--- config.mk ---
export PLATFORM = sky130hd
export DESIGN_NAME = sync_fifo_mw
export DESIGN_NICKNAME = d
export VERILOG_FILES = /design/src/rtl/sync_fifo_mw.sv
export SDC_FILE = /design/constraint.sdc
export NUM_CORES = 1
export LEC_CHECK = 0
export BUFFER_PORTS_ARGS = -buffer_cell sky130_fd_sc_hd__buf_2
export CELL_PAD_IN_SITES_DETAIL_PLACEMENT = 0
export CELL_PAD_IN_SITES_GLOBAL_PLACEMENT = 1
export CORE_ASPECT_RATIO = 0.75
export CORE_MARGIN = 2
export CORE_UTILIZATION = 50
export CTS_CLUSTER_DIAMETER = 30
export DETAILED_ROUTE_END_ITERATION = 12
export HOLD_SLACK_MARGIN = 0.1
export PLACE_DENSITY_LB_ADDON = 0.2
export RECOVER_POWER = 25
export SETUP_SLACK_MARGIN = 0.15
export SLEW_MARGIN = 10
export SYNTH_ARGS = -nofsm -noshare
export SYNTH_HDL_FRONTEND = slang
export SYNTH_SLANG_ARGS = --single-unit
export TNS_END_PERCENT = 10
--- constraint.sdc ---
create_clock -name clk -period 9.9 [get_ports clk]
set_input_delay 1.485 -clock clk [delete_from_list [all_inputs] [get_ports clk]]
set_output_delay 1.485 -clock clk [all_outputs]
set_load 0.1 [all_outputs]
--- src/rtl/sync_fifo_mw.sv ---
// Multi-lane synchronous FIFO: accepts 0..N words and delivers 0..M words per cycle,
// with any-depth pointer wrap, almost-full/empty thresholds, sticky error flags and flush.
module sync_fifo_mw #(
  parameter int DATA_WIDTH = 8,
  parameter int DEPTH      = 32,
  parameter int N          = 4,
  parameter int M          = 2,
  parameter int AF_THRESH  = 24,
  parameter int AE_THRESH  = 2,
  parameter int INIT_FIFO  = 0
) (
  input  logic                         clk,
  input  logic                         rst_n,
  input  logic                         flush,
  input  logic [N*DATA_WIDTH-1:0]      data_in,
  input  logic [$clog2(N+1)-1:0]       wr_cnt,
  output logic [$clog2(N+1)-1:0]       slots_avail,
  output logic [M*DATA_WIDTH-1:0]      data_out,
  input  logic [$clog2(M+1)-1:0]       rd_cnt,
  output logic [$clog2(M+1)-1:0]       words_avail,
  output logic [$clog2(DEPTH+1)-1:0]   fill,
  output logic                         afull,
  output logic                         aempty,
  output logic                         overflow,
  output logic                         underflow,
  input  logic                         err_clr
);

  localparam int CW = $clog2(N+1);
  localparam int RW = $clog2(M+1);
  localparam int FW = $clog2(DEPTH+1);
  localparam int PW = $clog2(DEPTH);

  logic [DATA_WIDTH-1:0] mem_r [DEPTH];
  logic [PW-1:0]         wr_ptr_r;
  logic [PW-1:0]         rd_ptr_r;
  logic [FW-1:0]         fill_r;
  logic                  overflow_r;
  logic                  underflow_r;

  logic [FW-1:0]         space_s;
  logic                  wr_ok_s;
  logic                  rd_ok_s;
  logic [CW-1:0]         wr_acc_s;
  logic [RW-1:0]         rd_acc_s;

  // Wrap by subtraction so non-power-of-two depths index correctly.
  function automatic logic [PW-1:0] ptr_add(input logic [PW-1:0] ptr, input logic [PW:0] k);
    logic [PW:0] sum;
    sum = {1'b0, ptr} + k;
    if (sum >= (PW+1)'(DEPTH)) begin
      ptr_add = PW'(sum - (PW+1)'(DEPTH));
    end else begin
      ptr_add = PW'(sum);
    end
  endfunction

  // Availability, flags and acceptance decisions from registered state only.
  always_comb begin
    space_s = FW'(DEPTH) - fill_r;
    if (space_s >= FW'(N)) begin
      slots_avail = CW'(N);
    end else begin
      slots_avail = CW'(space_s);
    end
    if (fill_r >= FW'(M)) begin
      words_avail = RW'(M);
    end else begin
      words_avail = RW'(fill_r);
    end
    wr_ok_s   = (wr_cnt <= slots_avail);
    rd_ok_s   = (rd_cnt <= words_avail);
    wr_acc_s  = wr_ok_s ? wr_cnt : {CW{1'b0}};
    rd_acc_s  = rd_ok_s ? rd_cnt : {RW{1'b0}};
    fill      = fill_r;
    afull     = (int'(fill_r) >= AF_THRESH);
    aempty    = (int'(fill_r) <= AE_THRESH);
    overflow  = overflow_r;
    underflow = underflow_r;
  end

  // Read lanes beyond the available word count are forced to zero.
  always_comb begin
    data_out = '0;
    for (int i = 0; i < M; i++) begin
      if (RW'(i) < words_avail) begin
        data_out[i*DATA_WIDTH +: DATA_WIDTH] = mem_r[ptr_add(rd_ptr_r, (PW+1)'(i))];
      end else begin
        data_out[i*DATA_WIDTH +: DATA_WIDTH] = {DATA_WIDTH{1'b0}};
      end
    end
  end

  // Pointers, occupancy and sticky error flags; flush outranks everything.
  always_ff @(posedge clk or negedge rst_n) begin
    if (!rst_n) begin
      wr_ptr_r    <= {PW{1'b0}};
      rd_ptr_r    <= {PW{1'b0}};
      fill_r      <= (INIT_FIFO != 0) ? FW'(DEPTH) : {FW{1'b0}};
      overflow_r  <= 1'b0;
      underflow_r <= 1'b0;
    end else if (flush) begin
      wr_ptr_r    <= {PW{1'b0}};
      rd_ptr_r    <= {PW{1'b0}};
      fill_r      <= {FW{1'b0}};
      overflow_r  <= 1'b0;
      underflow_r <= 1'b0;
    end else begin
      wr_ptr_r    <= ptr_add(wr_ptr_r, (PW+1)'(wr_acc_s));
      rd_ptr_r    <= ptr_add(rd_ptr_r, (PW+1)'(rd_acc_s));
      fill_r      <= fill_r + FW'(wr_acc_s) - FW'(rd_acc_s);
      overflow_r  <= (!wr_ok_s) | (overflow_r & !err_clr);
      underflow_r <= (!rd_ok_s) | (underflow_r & !err_clr);
    end
  end

  // Storage: only whole accepted writes land, lane 0 at wr_ptr.
  always_ff @(posedge clk or negedge rst_n) begin
    if (!rst_n) begin
      for (int j = 0; j < DEPTH; j++) begin
        mem_r[j] <= (INIT_FIFO != 0) ? DATA_WIDTH'(j) : {DATA_WIDTH{1'b0}};
      end
    end else begin
      for (int i = 0; i < N; i++) begin
        if (!flush && wr_ok_s && (CW'(i) < wr_cnt)) begin
          mem_r[ptr_add(wr_ptr_r, (PW+1)'(i))] <= data_in[i*DATA_WIDTH +: DATA_WIDTH];
        end
      end
    end
  end

endmodule
==> impl_metrics.yaml <==
outcome:
  status: "finished with violations"
  violations: "max-capacitance violations, max-slew violations"
worst_setup_path:
  worst_setup_path_end_kind: "asynchronous set/reset pin"
  path_max_fanout: 96
  r2r-start: "fill[0]"
  critPathTopFamily: "buffers and inverters"
  cp_num_buf_inv: 1
  cp_slowest_stage_delay_ns: 4.10
  reg2reg_slack_ns: 4.51
  cp_slowest_cell: "clkbuf_1"
  criticalPathCategory: "in -> async"
  cp.arrival_ns: 5.60
  reg2reg_depth: 14
  path_cells: "clkbuf_1"
  worst_ep_required_time_ns: 8.28
  cp-start-kind: "primary input"
  r2r_end: "mem_r[140]"
die:
  die_y_um: 193
  die-width_um: 256
  start_util_pct: 50.4
  design.die.area_sq_um: 49300
  fp-row-count: 69
  io_pins: 72
  core_sq_um: 47100
timing:
  setup_viol: 0
  fmax_mhz: 138
  clock_skew_ns: 0.0280
  max-slew-margin-rel_pct: -302
  period_share_pct: 73.0
  fin_setup_tns_ns: 0
  hold_viol_final: 0
  slew_violations: 97
  worst_pin_slew_ns: 6.03
  rsz0062_at_grt: "false"
  period_needed_ns: 7.23
min_path:
  min-delay-start: "underflow"
  min_to: "underflow"
  hold_path_class: "reg -> reg"
  holdPathStages: 2
global_route:
  antenna_found_initial: 8
  grt_pass1_vias: 22800
  grt_max_degree: 119
  grt_pass1_wl_um: 171000
  overflow: 0
  track_usage_pct: 48.7
clock_network:
  cts.reportedPaths.clkPinSlew_ns: 0.04
  cts_tree: "yes"
  clk_path_buf_depth: 3
  cts_buffers: 82
  clkSinkCount: 274
  clockRootBuffer: "clkbuf_16"
  h-tree-depth: 3
  clock_latency_ns: 0.64
  cts_setup_buffers: 0
  cts_resized: 0
  hold_buffers: 0
synth:
  avgSynthCellArea_sq_um: 9.38
  synth_cell_types: 73
  syn_nets: 2602
  ys_top_cells_by_count: "nor2_1 (283), dfrtp_1 (274), mux2i_1 (264)"
  async_reset_ff_share_pct: 100
  yosys_warnings: 0
  ys.flop_type: "dfrtp_1"
  synthTopCellsByArea: "dfrtp_1 (29%), mux4_2 (14%), mux2i_1 (11%)"
  synth_top_cell_area_share_pct: 28.9
  synth_edf_count: 0
  yosysSeqAreaShare_pct: 28.9
  synth_top_cell_by_area: "dfrtp_1"
  synth_seq_cells: 274
  netlist_instances: 2533
  yosysMostFrequentCell: "nor2_1"
  netlist_area_sq_um: 23800
cells_and_area:
  nets: 2563
  syn_to_final_growth_pct: 15.6
  drive_above_1_share_pct: 21.9
routing:
  ant_nets: 0
  num_vias: 24800
  via_per_inst: 7.73
  firstDrtPassIters: 9
  drcViolationCount: 0
  routed_wl_um: 122000
  drtIter0Drc: 4567
  routedWlPerCell_um: 38.0
power_and_ir_drop:
  power_leakage_nw: 12.2
  ir_worst_vdd_v: 0.000742
  power.total_w: 0.00999
  p_per_area_nw_per_um2: 364
placement:
  io_buffer_count: 71
  routabilityCongestion: 1.06
  hpwlAfterDp_um: 75500
run:
  max-cap-violations: 1
==> worst max path at each step <==
stage                   end         from  slack [ns]  depth (start not counted)
2_1_floorplan       fill[5]      fill[4]        3.90                         18
3_3_place_gp   data_out[11]  rd_ptr_r[0]        4.15                          8
3_5_place_dp   data_out[11]  rd_ptr_r[0]        4.10                          8
4_1_cts        data_out[11]  rd_ptr_r[0]        3.43                          8
5_1_grt         rd_ptr_r[0]        rst_n        1.63                          1
6_report        rd_ptr_r[0]        rst_n        2.67                          1
==> per-layer routing <==
metal  global-route usage, %  up-vias  wire length [um]  share of wire [%]
met5                       0        -                49              0.040
met4                    23.4        8              6920                5.7
met3                    27.5      513             22500                 18
met2                    64.0     2274             46700                 38
met1                    63.5    12300             45600                 37
li1                        -     9738                 -                  -
==> tightest hold or removal path: stages (launching register included) <==
cell,delay [ns]
dfrtp_1,0.38
nand2b_1,0.07
a21oi_1,0.06
==> cells by family after synthesis <==
logic type	synth area share (%)
AO/OA/AOI/OAI	21.9
XOR/XNOR	0.737
adder cells (fa/ha/maj)	1.60
buffers and inverters	4.84
flip-flops	28.9
multiplexers	27.8
AND/OR/NAND/NOR	14.3
==> metrics by stage <==
| stage | util, % | hold slack [ns] | setup WS [ns] | area, sq um | instances |
|---|---|---|---|---|---|
| after CTS | 58.2 | 0.556 | 3.43 | 27400 | 3199 |
| final | 58.2 | 0.557 | 2.67 | 27500 | 3206 |
| after floorplan | - | 0.587 | 3.90 | 23800 | 2533 |
| after global routing | 58.2 | 0.601 | 1.63 | 27400 | 3201 |
| after global placement | 52.0 | 0.540 | 4.15 | 24500 | 3047 |
| after detailed placement | 52.0 | 0.533 | 4.10 | 24500 | 3047 |
==> state kept, by name, indices dropped and copies added (netlist names) <==
| name | flops |
|---|---|
| overflow | 1 |
| fill | 6 |
| mem_r | 256 |
| rd_ptr_r | 5 |
| wr_ptr_r | 5 |
| underflow | 1 |
==> report_power, final <==
group / internal [W] / switching, W
clock: 0.00197 / 0.000883
sequential: 0.00152 / 0.000709
combinational: 0.00183 / 0.00307
==> area by class of cell <==
cell class | count | area (sq um)
multi-input combinational | 1965 | 15900
fill | 4074 | 19700
inverter | 32 | 120
tap | 639 | 800
clock buffer | 102 | 2210
timing repair buffer | 139 | 877
sequential | 274 | 6860
clock inverter | 50 | 728
antenna | 5 | 12.5
==> cells in the final DEF, fill, tap and decap left out, drive strengths merged, types with 4 or more instances in the layout <==
| cell | Yosys | routed |
|---|---|---|
| mux4 | 144 | 144 |
| o22ai | 16 | 16 |
| a211o | 120 | 120 |
| nor3b | 6 | 6 |
| a21oi | 48 | 48 |
| nand2 | 195 | 195 |
| buf | 56 | 138 |
| or2 | 18 | 18 |
| mux2i | 264 | 264 |
| nor3 | 125 | 125 |
| xor2 | 5 | 5 |
| a31oi | 126 | 126 |
| o211ai | 57 | 57 |
| a221o | 67 | 67 |
| nor4 | 21 | 21 |
| a21o | 5 | 5 |
| xnor2 | 15 | 15 |
| ha | 24 | 24 |
| a22oi | 57 | 57 |
| clkinvlp | 0 | 8 |
| and3 | 11 | 11 |
| a2111oi | 7 | 7 |
| a211oi | 76 | 76 |
| diode | 0 | 5 |
| clkbuf | 206 | 103 |
| a32o | 10 | 10 |
| o21ai | 85 | 85 |
| and2 | 17 | 17 |
| mux2 | 63 | 63 |
| fa | 4 | 4 |
| nor2 | 286 | 286 |
| dfrtp | 274 | 274 |
| or3 | 10 | 10 |
| clkinv | 2 | 25 |
| nand2b | 13 | 13 |
| nor2b | 11 | 11 |
| bufinv | 0 | 15 |
| nand3 | 28 | 28 |
| inv | 30 | 34 |
(Power assumes the default switching activity.)
